File: src/rtl/grf_trace.sv
// Small circular FIFO with occupancy count; head entry is visible combinationally.
// Latency: a pushed entry is visible at the head one cycle after the push edge.
// Backpressure: in_rdy drops when full, unless the head is popped in the same cycle.
module grf_fifo #(
    parameter int W     = 8,
    parameter int DEPTH = 4
) (
    input  logic                   core_clk,
    input  logic                   arst_n,
    input  logic                   in_vld,
    output logic                   in_rdy,
    input  logic [W-1:0]           in_dat,
    output logic                   out_vld,
    input  logic                   out_rdy,
    output logic [W-1:0]           out_dat,
    output logic [$clog2(DEPTH):0] count,
    output logic                   full
);
    localparam int AW = $clog2(DEPTH);
    localparam int CW = AW + 1;
    localparam logic [CW-1:0] FULL_CNT = CW'(DEPTH);

    logic [W-1:0]  mem [DEPTH];
    logic [AW-1:0] head;
    logic [AW-1:0] tail;
    logic          push;
    logic          pop;

    assign full    = (count == FULL_CNT);
    assign out_vld = (count != '0);
    assign pop     = out_vld & out_rdy;
    assign in_rdy  = ~full | pop;
    assign push    = in_vld & in_rdy;
    assign out_dat = mem[head];

    // DEPTH is a power of two, so pointer wrap is the natural overflow.
    always_ff @(posedge core_clk or negedge arst_n) begin
        if (!arst_n) begin
            head  <= '0;
            tail  <= '0;
            count <= '0;
        end else begin
            if (push) tail <= tail + AW'(1);
            if (pop)  head <= head + AW'(1);
            case ({push, pop})
                2'b10:   count <= count + CW'(1);
                2'b01:   count <= count - CW'(1);
                default: count <= count;
            endcase
        end
    end

    always_ff @(posedge core_clk) begin
        if (push) mem[tail] <= in_dat;
    end
endmodule

// 32x32 register file with write-through bypass and a write-back trace FIFO.
// Latency: reads combinational; trace record at FIFO head one cycle after the write.
// Backpressure: stall when the trace FIFO is full; writes then drop unless the head pops.
module grf_trace #(
    parameter int DEPTH = 4
) (
    input  logic                   clk,
    input  logic                   reset,
    input  logic                   we,
    input  logic [4:0]             waddr,
    input  logic [31:0]            wdata,
    input  logic [31:0]            wpc,
    input  logic [4:0]             raddr1,
    input  logic [4:0]             raddr2,
    output logic [31:0]            rdata1,
    output logic [31:0]            rdata2,
    output logic                   trace_valid,
    input  logic                   trace_ready,
    output logic [31:0]            trace_pc,
    output logic [4:0]             trace_addr,
    output logic [31:0]            trace_data,
    output logic                   stall,
    output logic [$clog2(DEPTH):0] count
);
    typedef struct packed {
        logic [31:0] pc;
        logic [4:0]  addr;
        logic [31:0] data;
    } trace_rec_t;

    trace_rec_t  push_rec;
    trace_rec_t  head_rec;
    logic        fifo_in_rdy;
    logic        fifo_full;
    logic        wr_ok;
    logic [31:0] regs [32];

    // Gated by reset so nothing is written or bypassed while reset is held.
    assign wr_ok    = reset & we & (waddr != 5'd0) & fifo_in_rdy;
    assign push_rec = '{pc: wpc, addr: waddr, data: wdata};

    grf_fifo #(
        .W     ($bits(trace_rec_t)),
        .DEPTH (DEPTH)
    ) u_fifo (
        .core_clk (clk),
        .arst_n   (reset),
        .in_vld   (wr_ok),
        .in_rdy   (fifo_in_rdy),
        .in_dat   (push_rec),
        .out_vld  (trace_valid),
        .out_rdy  (trace_ready),
        .out_dat  (head_rec),
        .count    (count),
        .full     (fifo_full)
    );

    assign stall      = fifo_full;
    assign trace_pc   = head_rec.pc;
    assign trace_addr = head_rec.addr;
    assign trace_data = head_rec.data;

    always_ff @(posedge clk or negedge reset) begin
        if (!reset) begin
            for (int i = 0; i < 32; i++) regs[i] <= '0;
        end else if (wr_ok) begin
            regs[waddr] <= wdata;
        end
    end

    always_comb begin
        rdata1 = '0;
        rdata2 = '0;
        if (raddr1 != 5'd0) rdata1 = (wr_ok && waddr == raddr1) ? wdata : regs[raddr1];
        if (raddr2 != 5'd0) rdata2 = (wr_ok && waddr == raddr2) ? wdata : regs[raddr2];
    end
endmodule

File: config.mk
export PLATFORM = sky130hd
export DESIGN_NAME = grf_trace
export DESIGN_NICKNAME = d
export VERILOG_FILES = /design/src/rtl/grf_trace.sv
export SDC_FILE = /design/constraint.sdc
export NUM_CORES = 2
export LEC_CHECK = 0
export CAP_MARGIN = 20
export CORE_MARGIN = 4
export CORE_UTILIZATION = 37
export DETAILED_ROUTE_END_ITERATION = 10
export GPL_TIMING_DRIVEN = 0
export HOLD_SLACK_MARGIN = 0.02
export MAX_ROUTING_LAYER = met4
export RECOVER_POWER = 25
export SYNTH_ARGS = -nofsm -noshare
export SYNTH_HDL_FRONTEND = slang
export SYNTH_SLANG_ARGS = --single-unit
File: constraint.sdc
create_clock -name clk -period 3.9 [get_ports clk]
set_input_delay 1.17 -clock clk [delete_from_list [all_inputs] [get_ports clk]]
set_output_delay 1.17 -clock clk [all_outputs]
set_load 0.05 [all_outputs]
==> impl_metrics.py <==
metrics = {
    "outcome": {
        "status": "complete, but fails checks",
        "violations": "max-capacitance violations, max-slew violations, negative setup slack",
    },
    "sta": {
        "tightestPinTransition_ns": 2.18,
        "fin_crit_sh": 1.15,
        "setup_viol": 64,
        "skew_ns": 0.0230,
        "slew_violations": 112,
        "fmax_mhz": 222,
        "rsz0062_at_grt": "yes",
        "postLayoutSetupSlackWorst_ns": -0.594,
        "slew_headroom": -0.453,
        "fin_crit_ns": 4.49,
        "hold_viol": 0,
    },
    "drt": {
        "vias": 44400,
        "drc": 0,
        "wl_met1_mm": 96.5,
        "viasPerCell": 6.03,
        "drt_wl_total_mm": 247,
        "wl_per_cell_um": 33.6,
        "routed.top_layer": "met4",
        "dr_wl_met2_mm": 112,
        "drt_iter0_drc": 4417,
        "firstDrtPassIters": 6,
        "route.met3.wl_mm": 19.7,
        "detail-route-antenna-nets": 0,
    },
    "synthesis": {
        "syn_area_um2": 65600,
        "seq_area_frac_synth": 0.520,
        "ys_seq_elements": 1307,
        "syn_avg_cell_area_um2": 14.9,
        "yosysWarnings": 0,
        "synthCells": 4404,
        "syn-num-nets": 4493,
        "synth_cell_types": 50,
    },
    "worst_setup_path": {
        "end_kind": "primary output",
        "crit_arrival_ns": 3.32,
        "critPathKind": "in2out",
        "start_kind": "input pin",
        "crit_chain": "clkdlybuf4s15_2 -> buf_8 -> nor3b_4 -> buf_4 -> clkbuf_4 -> a22o_1 -> a31oi_4 -> a31oi_4 -> buf_6",
        "slowest_stage": "nor3b_4",
        "crit_fanout": 10,
        "r2r_slack_ns": 0.73,
        "cpMostUsedCell": "a31oi_4",
        "crit_family": "buffers and inverters",
        "slowest_delay_ns": 0.33,
        "crit_required_ns": 2.73,
        "path_buf_inv": 5,
    },
    "placement": {
        "io_buffer_count": 216,
        "dpl.hpwl_mm": 177,
        "gp_congestion": 0.983,
        "dp_slack_ns": -3.43,
    },
    "clocking": {
        "clkTransAtPathRegs_ns": 0.06,
        "cts_hold_buf": 0,
        "clock_sinks": 1307,
        "cts_max_path_buffers": 3,
        "cts_inserted_buffers": 143,
        "cts_tree": "built",
        "root_buffer": "clkbuf_16",
        "cts_htree_levels": 4,
        "insertion_delay_ns": 0.82,
    },
    "layout": {
        "final_common_cell": "dfrtp_1",
        "utilization": 0.471,
        "layout_common_cells": "dfrtp_1 (1030), mux2_2 (926), mux4_2 (391), mux2i_1 (379), edfxtp_1 (276)",
        "areaGrowthSynthToFinish_pct": 26.5,
        "drive_gt1_frac": 0.489,
        "nNetsFinal": 4988,
    },
    "global_routing": {
        "gr-usage-all-layers": 0.269,
        "grt_antenna_before_repair": 15,
        "grt_pass1_vias": 44900,
        "grt_max_degree": 160,
        "grt_overflow": 0,
        "grt_pass1_wl_mm": 344,
    },
    "floorplan": {
        "core_area_um2": 176000,
        "rows": 154,
        "dieHeight_um": 429,
        "die_w_um": 429,
        "ios": 221,
        "initial_core_util": 0.372,
        "die_area_um2": 184000,
    },
    "worst_hold_path": {
        "hold_class": "in2async",
    },
    "power": {
        "p_leak_nw": 35.4,
        "power.density_nw_per_um2": 516,
        "max-vdd-ir-drop_mv": 0.381,
        "p_total_mw": 42.8,
    },
    "run": {
        "cap_violations": 2,
    },
}
-- cell usage after synthesis, drive strengths merged --
library cell	number	share of area
dfrtp	1031	0.39
mux2	994	0.17
mux4	391	0.13
mux2i	383	0.058
edfxtp	276	0.13
clkbuf	274	0.016
buf	203	0.018
a22oi	157	0.018
nand2	133	0.0076
a31oi	94	0.0090
nand3	68	0.0053
a21oi	65	0.0051
nor2	40	0.0023
nor2b	36	0.0034
o2111ai	33	0.0044
o21ai	33	0.0025
a211o	32	0.0043
a22o	31	0.0041
o211ai	31	0.0035
o221a	31	0.0053
xor2	12	0.0016
and2	7	0.00067
nand3b	7	0.00092
inv	6	0.00034
ha	5	0.00095
nor3	4	0.00031
nor3b	4	0.00053
xnor2	4	0.00053
or2	3	0.00029
or3	3	0.00029
or3b	3	0.00040
a211oi	2	0.00023
a21boi	1	0.00011
a21o	1	0.00011
and3b	1	0.00013
fa	1	0.00031
nand2b	1	0.000095
nand4b	1	0.00013
o2111a	1	0.00017
or4	1	0.00011
-- worst reg2reg max path, stage by stage, from the launching register on --
cell,delay [ns]
dfrtp_1,0.41
nor3b_2,0.19
a21oi_4,0.15
buf_12,0.15
buf_4,0.13
buf_4,0.13
a21boi_1,0.70
inv_1,0.16
ha_1,0.27
fa_1,0.39
xnor2_1,0.14
nor2_1,0.11
xor2_1,0.16
-- power by group --
| part | switching [mW] | internal [mW] | total, mW | leakage [nW] |
|---|---|---|---|---|
| sequential | 1.32 | 15.9 | 17.2 | 16.2 |
| clock | 5.83 | 8.36 | 14.2 | 2.39 |
| combinational | 6.38 | 5.01 | 11.4 | 16.8 |
| total | 13.5 | 29.3 | 42.8 | 35.4 |
-- cell type report --
cell class                 count  area, um^2
clock inverter                57         779
buffer                       464        4320
clock buffer                 196        4060
multi-input combinational   2616       32300
tap                         2340        2930
sequential                  1307       34100
antenna                       14        35.0
inverter                       6        22.5
fill                       15200       93200
timing repair buffer         361        4410
-- cell families (layout without fill, tap and decap cells) --
kind of cell,Yosys count,in the layout,synth area share
and+or+nand+nor,312,314,0.0225
DFF,1307,1307,0.520
buffers and inverters,483,1084,0.0338
adders and majority gates,6,6,0.00126
muxes,1768,1768,0.364
AOI/OAI and AO/OA,512,512,0.0569
xor gates and xnor gates,16,16,0.00214
other,0,14,0
-- state kept, by name, indices dropped and copies added, names as in the netlist --
name	cells
u_fifo.head	2
u_fifo.mem	276
regs	1024
u_fifo.count	3
u_fifo.tail	2
-- metal layers --
metal  track usage  vias to the layer above
met5             -                        -
met4         0.162                        0
met3        0.0557                      662
met2         0.403                     2196
met1         0.337                    23500
li1              -                    18000
-- what timing repair did --
| action | CTS | global route |
|---|---|---|
| pin swaps | 76 | 86 |
| gates resized for setup | 1299 | 239 |
| endpoints found under the hold margin | 0 | 0 |
| gates cloned | 39 | 6 |
| setup buffers | 57 | 31 |
| endpoints found under the setup margin | 1406 | 90 |
-- metrics by stage --
stage | instance area, um^2 | hold WS (ns) | cells | setup TNS [ns]
after floorplan | 67000 | 0.445 | 4404 | -2.04
after global placement | 72100 | 0.459 | 6960 | -
after detailed placement | 72400 | 0.469 | 6974 | -2359.65
after CTS | 81900 | 0.269 | 7317 | -32.79
after global routing | 82900 | 0.385 | 7354 | -31.60
final | 82900 | 0.365 | 7361 | -31.31
-- final timing paths --
path / endpoint / cells past startpoint / startpoint
setup / recovery: rdata1[19] / 9 / raddr1[4]
hold / removal: regs[845]$_DFFE_PN0P_ / 1 / reset
setup reg to reg: u_fifo.count[2]$_DFFE_PN0P_ / 12 / u_fifo.count[2]$_DFFE_PN0P_
hold reg to reg: regs[1015]$_DFFE_PN0P_ / 1 / regs[1015]$_DFFE_PN0P_
max in group asynchronous: regs[1017]$_DFFE_PN0P_ / 6 / reset
min in group clk: regs[1015]$_DFFE_PN0P_ / 1 / regs[1015]$_DFFE_PN0P_
Power figures use the tool's default switching activity.
